<file path="src/rtl/operand_fetch_stage_pkg.sv">
// Shared definitions for the ID stage: opcodes, FSM encoding, ID/EX bundle.
// The ID/EX bundle widths are fixed to the 32-bit MIPS datapath.
// The bubble value is the all-zero bundle (OutValid=0, every field 0).
package operand_fetch_stage_pkg;

  localparam int DATA_W = 32;
  localparam int ADDR_W = 5;

  localparam logic [5:0] OP_RTYPE = 6'h00;
  localparam logic [5:0] OP_LW    = 6'h23;
  localparam logic [5:0] OP_SW    = 6'h2b;
  localparam logic [5:0] OP_BEQ   = 6'h04;
  localparam logic [5:0] OP_BNE   = 6'h05;

  typedef enum logic {
    ST_RUN    = 1'b0,
    ST_BUBBLE = 1'b1
  } state_e;

  typedef struct packed {
    logic              valid;
    logic [DATA_W-1:0] pc;
    logic [DATA_W-1:0] a;
    logic [DATA_W-1:0] b;
    logic [DATA_W-1:0] imm;
    logic [ADDR_W-1:0] rt;
    logic [ADDR_W-1:0] rd;
    logic [5:0]        op;
    logic [5:0]        funct;
  } idex_t;

  localparam idex_t IDEX_BUBBLE = '0;

  // Instructions that actually read rt as a source (as opposed to writing it).
  function automatic logic uses_rt(input logic [5:0] op);
    return (op == OP_RTYPE) || (op == OP_BEQ) || (op == OP_BNE) || (op == OP_SW);
  endfunction

endpackage

</file>
<file path="src/rtl/operand_bypass.sv">
// Operand resolve mux: priority EX > MEM > WB > RegFile, register 0 forced to 0.
// Purely combinational, zero latency.
// A load in EX is never forwarded; the hazard logic stalls for that case instead.
module operand_bypass
  import operand_fetch_stage_pkg::*;
#(
  parameter int DW = DATA_W,
  parameter int AW = ADDR_W
) (
  input  logic [AW-1:0] rn_i,
  input  logic [DW-1:0] rf_dat_i,
  input  logic [AW-1:0] ex_wn_i,
  input  logic          ex_write_i,
  input  logic          ex_is_load_i,
  input  logic [DW-1:0] ex_result_i,
  input  logic [AW-1:0] mem_wn_i,
  input  logic          mem_write_i,
  input  logic [DW-1:0] mem_result_i,
  input  logic [AW-1:0] wb_wn_i,
  input  logic          wb_write_i,
  input  logic [DW-1:0] wb_wd_i,
  output logic [DW-1:0] opnd_o
);

  // Youngest producer wins; a load in EX falls through to older stages.
  always_comb begin
    opnd_o = rf_dat_i;
    if (rn_i == '0) begin
      opnd_o = '0;
    end else if (ex_write_i && !ex_is_load_i && (ex_wn_i == rn_i)) begin
      opnd_o = ex_result_i;
    end else if (mem_write_i && (mem_wn_i == rn_i)) begin
      opnd_o = mem_result_i;
    end else if (wb_write_i && (wb_wn_i == rn_i)) begin
      opnd_o = wb_wd_i;
    end
  end

endmodule

</file>
<file path="src/rtl/operand_fetch_stage.sv">
// ID stage: RegFile addressing, operand bypass, load-use stall, ID/EX register.
// Latency one cycle IF/ID -> ID/EX; two cycles when a load-use bubble is inserted.
// Stall holds PC and IF/ID for exactly one cycle per load; Flush kills ID/EX and wins.
module operand_fetch_stage
  import operand_fetch_stage_pkg::*;
#(
  // The ID/EX bundle is sized by the package; keep these at their defaults.
  parameter int DW = DATA_W,
  parameter int AW = ADDR_W
) (
  input  logic          clk_i,
  input  logic          rst_i,
  input  logic          in_valid_i,
  input  logic [31:0]   in_instr_i,
  input  logic [DW-1:0] in_pc_i,
  input  logic          flush_i,
  output logic [AW-1:0] rn1_o,
  output logic [AW-1:0] rn2_o,
  input  logic [DW-1:0] a_i,
  input  logic [DW-1:0] b_i,
  input  logic [AW-1:0] ex_wn_i,
  input  logic          ex_write_i,
  input  logic          ex_is_load_i,
  input  logic [DW-1:0] ex_result_i,
  input  logic [AW-1:0] mem_wn_i,
  input  logic          mem_write_i,
  input  logic [DW-1:0] mem_result_i,
  input  logic [AW-1:0] wb_wn_i,
  input  logic          wb_write_i,
  input  logic [DW-1:0] wb_wd_i,
  output logic          stall_o,
  output logic          out_valid_o,
  output logic [DW-1:0] out_pc_o,
  output logic [DW-1:0] out_a_o,
  output logic [DW-1:0] out_b_o,
  output logic [DW-1:0] out_imm_o,
  output logic [AW-1:0] out_rt_o,
  output logic [AW-1:0] out_rd_o,
  output logic [5:0]    out_op_o,
  output logic [5:0]    out_funct_o
);

  state_e        state_q;
  idex_t         idex_q;
  idex_t         idex_d;
  logic [DW-1:0] opnd_a;
  logic [DW-1:0] opnd_b;
  logic [5:0]    op;
  logic          hazard;

  assign op    = in_instr_i[31:26];
  assign rn1_o = in_instr_i[25:21];
  assign rn2_o = in_instr_i[20:16];

  operand_bypass #(.DW(DW), .AW(AW)) u_byp_a (
    .rn_i(rn1_o), .rf_dat_i(a_i),
    .ex_wn_i(ex_wn_i), .ex_write_i(ex_write_i), .ex_is_load_i(ex_is_load_i), .ex_result_i(ex_result_i),
    .mem_wn_i(mem_wn_i), .mem_write_i(mem_write_i), .mem_result_i(mem_result_i),
    .wb_wn_i(wb_wn_i), .wb_write_i(wb_write_i), .wb_wd_i(wb_wd_i),
    .opnd_o(opnd_a)
  );

  operand_bypass #(.DW(DW), .AW(AW)) u_byp_b (
    .rn_i(rn2_o), .rf_dat_i(b_i),
    .ex_wn_i(ex_wn_i), .ex_write_i(ex_write_i), .ex_is_load_i(ex_is_load_i), .ex_result_i(ex_result_i),
    .mem_wn_i(mem_wn_i), .mem_write_i(mem_write_i), .mem_result_i(mem_result_i),
    .wb_wn_i(wb_wn_i), .wb_write_i(wb_write_i), .wb_wd_i(wb_wd_i),
    .opnd_o(opnd_b)
  );

  // rt only counts as a source for instructions that read it; I-type ALU ops write it.
  assign hazard = in_valid_i && ex_is_load_i && ex_write_i && (ex_wn_i != '0) &&
                  ((ex_wn_i == rn1_o) || ((ex_wn_i == rn2_o) && uses_rt(op)));

  // Reset and Flush both suppress the stall in the same cycle they are seen.
  assign stall_o = !rst_i && !flush_i && (state_q == ST_RUN) && hazard;

  // Decode the IF/ID slot into the next ID/EX bundle.
  always_comb begin
    idex_d       = IDEX_BUBBLE;
    idex_d.valid = in_valid_i;
    idex_d.pc    = in_pc_i;
    idex_d.a     = opnd_a;
    idex_d.b     = opnd_b;
    idex_d.imm   = {{16{in_instr_i[15]}}, in_instr_i[15:0]};
    idex_d.rt    = in_instr_i[20:16];
    idex_d.rd    = in_instr_i[15:11];
    idex_d.op    = op;
    idex_d.funct = in_instr_i[5:0];
  end

  // Hazard FSM and ID/EX register; BUBBLE ignores the hazard so each load costs one bubble.
  always_ff @(posedge clk_i) begin
    if (rst_i) begin
      state_q <= ST_RUN;
      idex_q  <= IDEX_BUBBLE;
    end else if (flush_i) begin
      state_q <= ST_RUN;
      idex_q  <= IDEX_BUBBLE;
    end else begin
      case (state_q)
        ST_RUN: begin
          if (hazard) begin
            state_q <= ST_BUBBLE;
            idex_q  <= IDEX_BUBBLE;
          end else begin
            idex_q  <= idex_d;
          end
        end
        ST_BUBBLE: begin
          state_q <= ST_RUN;
          idex_q  <= idex_d;
        end
      endcase
    end
  end

  assign out_valid_o = idex_q.valid;
  assign out_pc_o    = idex_q.pc;
  assign out_a_o     = idex_q.a;
  assign out_b_o     = idex_q.b;
  assign out_imm_o   = idex_q.imm;
  assign out_rt_o    = idex_q.rt;
  assign out_rd_o    = idex_q.rd;
  assign out_op_o    = idex_q.op;
  assign out_funct_o = idex_q.funct;

endmodule

</file>
<file path="config.mk">
export PLATFORM = sky130hd
export DESIGN_NAME = operand_fetch_stage
export DESIGN_NICKNAME = d
export VERILOG_FILES = /design/src/rtl/operand_fetch_stage_pkg.sv /design/src/rtl/operand_bypass.sv /design/src/rtl/operand_fetch_stage.sv
export SDC_FILE = /design/constraint.sdc
export NUM_CORES = 1
export LEC_CHECK = 0
export ABC_AREA = 0
export BUFFER_PORTS_ARGS = -buffer_cell sky130_fd_sc_hd__buf_2
export CAP_MARGIN = 20
export CORE_AREA = 10 10 152 154
export DETAILED_ROUTE_END_ITERATION = 6
export DIE_AREA = 0 0 162 164
export GPL_TIMING_DRIVEN = 1
export MAX_ROUTING_LAYER = met4
export PLACE_DENSITY = 0.66
export SYNTH_ARGS = -nofsm -noshare
export SYNTH_HDL_FRONTEND = slang
export SYNTH_SLANG_ARGS = --single-unit
export TNS_END_PERCENT = 1
</file>
<file path="constraint.sdc">
create_clock -name clk_i -period 3.75 [get_ports clk_i]
set_input_delay 0.5625 -clock clk_i [delete_from_list [all_inputs] [get_ports clk_i]]
set_output_delay 0.5625 -clock clk_i [all_outputs]
set_load 0.02 [all_outputs]
</file>
=== Word-level counts from Yosys, hierarchy flattened ===
Cells that the tools add are included.

* Word-level logic and storage cells: 59
* Output and inout port bits: 162
* Register bits after elaboration: 152
* Bits of input ports: 247

* Multiplexer cells: 12
* Bitwise logic cells: 1
* Reduce and logical (&&, ||, !) cells: 27
* Eq/ne operators: 9

{| class="wikitable"
|+ Operator list
! kind !! number
|-
| 151-bit one-hot mux with 2 select lines || 1
|-
| 32-bit 2-to-1 mux || 8
|-
| 151-bit 2-to-1 mux || 1
|-
| 5-bit equality test || 6
|-
| 1-bit logical AND || 15
|-
| 6-bit by 3-bit equality test with 1-bit output (second input constant) || 2
|-
| 5-bit logical NOT || 2
|-
| 6-bit equality test (second input constant) || 1
|-
| 6-bit logical NOT || 1
|-
| 5-bit nonzero test || 1
|-
| 1-bit logical OR || 4
|-
| 1-bit logical NOT || 3
|-
| 1-bit one-hot mux with 2 select lines || 1
|-
| 2-bit OR reduction || 1
|-
| 1-bit 2-to-1 mux || 1
|-
| 1-bit NOT || 1
|}

=== Depth between registers and ports, before layout ===
* Depth after elaboration: 9
* Mapped depth: 8

=== Modules after synthesis ===
Synthesis repeated with hierarchy kept, for this count alone.

* Cell total of the unflattened synthesis: 821
* Area, all modules: 7538.5 um^2

{| class="wikitable"
|+ Modules (own cells, without submodules)
! module !! times used !! area an instance (um^2) !! cells an instance !! seq. area each (um^2)
|-
| operand_fetch_stage || 1 || 4725.8 || 479 || 2502.4
|-
| operand_bypass || 2 || 1406.3 || 171 || 0.0
|}

=== Worst setup path after synthesis ===
Ideal clock, no wire load.

* Kind: input-to-output
* Start: input ex_wn_i[3]
* End: output stall_o
* Cell stages on the path: 5
* Setup slack: 1.380 ns
* Required time: 3.188 ns
* Arrival time: 1.807 ns
* Path buffers: 2
* Cell sequence: or4_1 o221a_1 buf_2 buf_6 and2_1

* Word-level cells in the longest chain between the ends: 5

{| class="wikitable"
|+ Ends and longest elaborated chain
! element !! line !! source
|-
| start: declaration || operand_fetch_stage.sv:21 || <nowiki>input logic [AW-1:0] ex_wn_i,</nowiki>
|-
| 5-bit equality test || operand_fetch_stage.sv:73 || <nowiki>((ex_wn_i == rn1_o) || ((ex_wn_i == rn2_o) && uses_rt(op)));</nowiki>
|-
| 1-bit logical AND || operand_fetch_stage.sv:73 ||
|-
| 1-bit logical OR || operand_fetch_stage.sv:73 ||
|-
| 1-bit logical AND (*) || operand_fetch_stage.sv:72 || <nowiki>assign hazard = in_valid_i && ex_is_load_i && ex_write_i && (ex_wn_i != '0) &&</nowiki>
|-
| 1-bit logical AND (*) || operand_fetch_stage.sv:76 || <nowiki>assign stall_o = !rst_i && !flush_i && (state_q == ST_RUN) && hazard;</nowiki>
|-
| end: declaration || operand_fetch_stage.sv:31 || <nowiki>output logic stall_o,</nowiki>
|}

Mark *: on every way between the ends. The rest lies on a longest branch, timed or not.

=== Worst setup path in the final report ===
* Start: input ex_wn_i[2]
* End: output stall_o

The elaborated chain is that of the path after synthesis.

==> impl_metrics.py <==
metrics = {
    "final_layout": {
        "final_cell_mix": "408 x buf_2, 125 x dfxtp_1, 66 x nand2_1, 65 x and3_1",
        "drive_gt1_share_pct": 47.23,
        "fill_cells": 2009,
        "area_delta_synth_final_pct": 37.51,
        "final_nets": 1335,
        "regArea_sq_um": 2502,
        "final_area_sq_um": 9651,
        "final_common_cell": "buf_2",
        "multi_input_area_sq_um": 3887,
    },
    "timing": {
        "timing.fmax_mhz": 407.3,
        "period_minus_slack_ns": 2.455,
        "skew_ns": 0.009191,
        "max-slew-margin-rel_pct": 38.56,
        "rsz0062_at_grt": "no",
        "worstMarginPinSlew_ns": 0.9217,
        "setup_viol": 0,
        "fin_ws_ns": 1.295,
        "hold_violations": 0,
        "min_period_over_period_pct": 65.47,
        "tns_ns": 0,
        "whs_ns": 0.3887,
        "slew_violations": 0,
    },
    "global_routing": {
        "grt_start_max_net_pins": 126,
        "antenna_found_initial": 7,
        "overflow": 0,
        "grt_pass1_wl_um": 47400,
        "grt_usage_pct": 23.64,
        "grt_pass1_vias": 7765,
    },
    "power": {
        "p_clk_share_pct": 45.8,
        "p_comb_share_pct": 18.0,
        "peakVddDrop_mv": 0.2577,
        "leakagePower_nw": 4.439,
        "p_int_mw": 2.774,
        "p_seq_share_pct": 36.2,
        "powerDensity_nw_per_um2": 403.1,
        "p_total_mw": 3.890,
        "sw_frac_of_total_pct": 28.70,
        "net-switching-power_mw": 1.117,
    },
    "logic_synthesis": {
        "seq_area_frac_synth_pct": 35.66,
        "synth_xor_area_share_pct": 3.744,
        "synth_top_family_by_area": "simple AND/OR/NAND/NOR gates",
        "synthSimpleGateAreaFrac_pct": 28.83,
        "synth_edf_count": 0,
        "syn-cell-area_sq_um": 7018,
        "synth-warning-count": 0,
        "synth_compound_area_share_pct": 21.98,
        "ys.flop_type": "dfxtp_1",
        "async_reset_ff_share_pct": 0,
        "synth_cell_types": 32,
        "synthMuxAreaShare_pct": 0.1426,
        "postSynthAreaPerCell_sq_um": 9.271,
        "netlist_instances": 757,
        "yosys.area_share.adder_pct": 0,
        "syn-num-nets": 1004,
        "ys_ff_latch": 125,
    },
    "worst_setup_path": {
        "criticalPathCategory": "in -> out",
        "worst_setup_path_end_kind": "output port",
        "path_delay_family": "simple AND/OR/NAND/NOR gates",
        "crit_slowest_cell": "nor4_1",
        "worst_path_most_repeated_cell": "buf_2",
        "worst_path_largest_cell_delay_ns": 0.31,
        "r2r-end": "out_b_o[19]",
        "cp.required_ns": 3.19,
        "r2r_setup_slack_ns": 1.98,
        "r2r_cells": 4,
        "critPathMaxFanout": 3,
        "crit_chain": "buf_2, xnor2_1, nand3_1, nor4_1, o221a_4, and2_1, buf_2",
        "r2r_start": "state_q",
        "crit_buf_inv": 2,
        "path_depth": 7,
        "crit_arrival_ns": 1.89,
        "startpoint_type": "primary input",
    },
    "floorplan": {
        "die_w_um": 162,
        "initial_utilization_pct": 35.02,
        "core_area_sq_um": 20040,
        "die_y_um": 164,
        "dieArea_sq_um": 26570,
        "num_io_pins": 409,
        "row_count": 52,
    },
    "clock_network": {
        "cts_buffer_depth": 2,
        "clock_latency_ns": 0.41,
        "cts.sinks": 125,
        "htree_levels": 4,
        "cts_resized": 0,
        "clk_pin_slew_ns": 0.06,
        "postCtsSetupRepairBufs": 0,
        "cts_tree": "built",
        "root_buffer": "clkbuf_16",
        "ctsHoldBuffers": 0,
        "cts_made_buffers": 17,
    },
    "detailed_routing": {
        "wl_per_cell_um": 23.54,
        "drc_errors": 0,
        "firstDrtPassIters": 5,
        "routed_wl_um": 32440,
        "first_iter_violations": 532,
        "viasPerCell": 5.461,
        "vias": 7525,
        "ant_nets": 0,
    },
    "hold_path": {
        "hold_path_end": "out_imm_o[2]",
        "hp-class": "in -> reg",
        "whs_path_depth": 2,
        "hp-start": "in_instr_i[2]",
    },
    "placed_design": {
        "routabilityCongestion": 0.8714,
        "hpwl_um": 23970,
        "place_area_sq_um": 9002,
        "portBuffers": 408,
        "post-place-ws_ns": 1.023,
    },
    "run": {
        "maxCapViolCount": 0,
    },
    "run_status": {
        "status": "completed",
    },
}
[metrics by stage]
stage               utilization (%)  std cells
floorplan                         -        757
global placement              44.92       1339
detailed placement            44.92       1339
CTS                           48.07       1371
global route                  48.16       1378
finish                        48.16       1378
[cell type report]
| class | instances | area share, % |
|---|---|---|
| well taps | 270 | 3.501 |
| diodes | 7 | 0.1815 |
| clock buffers | 19 | 4.693 |
| flip-flops and latches | 125 | 25.93 |
| repair buffers | 434 | 23.57 |
| clock inverters | 13 | 1.841 |
| multi-input cells | 510 | 40.28 |
[synth_stat cells (3+ instances only)]
library cell	instances	area share (%)
a211oi_1	64	6.8
a21boi_0	63	6.7
and2_1	8	0.71
and3_1	65	5.8
buf_1	7	0.37
buf_2	14	1.0
buf_4	43	4.6
buf_6	5	0.80
clkbuf_1	51	2.7
dfxtp_1	125	36
nand2_1	66	3.5
nand3b_1	64	6.8
nor3_1	3	0.21
nor3b_1	20	2.1
nor3b_2	40	7.1
nor4_4	4	1.2
o311ai_1	64	8.0
or4_1	3	0.32
xnor2_1	14	1.7
xor2_1	16	2.0
[registers in the layout, summed over array words and instances (netlist names)]
| signal | flops |
|---|---|
| out_b_o | 32 |
| out_op_o | 6 |
| out_imm_o | 16 |
| out_pc_o | 32 |
| out_a_o | 32 |
| out_rt_o | 5 |
| out_valid_o | 1 |
| state_q | 1 |
[worst reg2reg max path, stage by stage, from the launching register on]
cell,delay (ns)
dfxtp_1,0.29
and4b_1,0.27
o221a_4,0.20
buf_12,0.41
a211oi_1,0.40
[per-layer routing]
layer / track usage [%] / share of wire [%]
met5: - / 0
met4: 6.369 / 1.8
met3: 7.735 / 10
met2: 38.51 / 48
met1: 27.53 / 40
[power groups by stage]
stage	Clock [mW]	Sequential, mW	Combinational, mW
floorplan	0	1.51	0.312
global placement	0	1.44	0.696
finish	1.78	1.41	0.701
global route	1.88	1.41	0.749
CTS	1.81	1.41	0.702
detailed placement	0	1.44	0.700
[kinds of logic (layout without fill, tap and decap cells)]
| kind of cell | Yosys count | in the layout |
|---|---|---|
| AND/OR/NAND/NOR | 284 | 284 |
| XOR/XNOR | 30 | 30 |
| AO/OA/AOI/OAI | 195 | 195 |
| multiplexers | 1 | 1 |
| buffers and inverters | 122 | 466 |
| flip-flops | 125 | 125 |
| other | 0 | 7 |
[worst max path at each step]
stage,start,to,slack (ns)
after floorplan,ex_wn_i[3],stall_o,1.38
after global placement,in_instr_i[17],out_b_o[19],0.97
after detailed placement,in_instr_i[17],out_b_o[19],1.02
after CTS,ex_wn_i[2],stall_o,1.28
after global routing,ex_wn_i[2],stall_o,1.09
final,ex_wn_i[2],stall_o,1.29
Note: power is estimated with default switching activity, not from simulation.
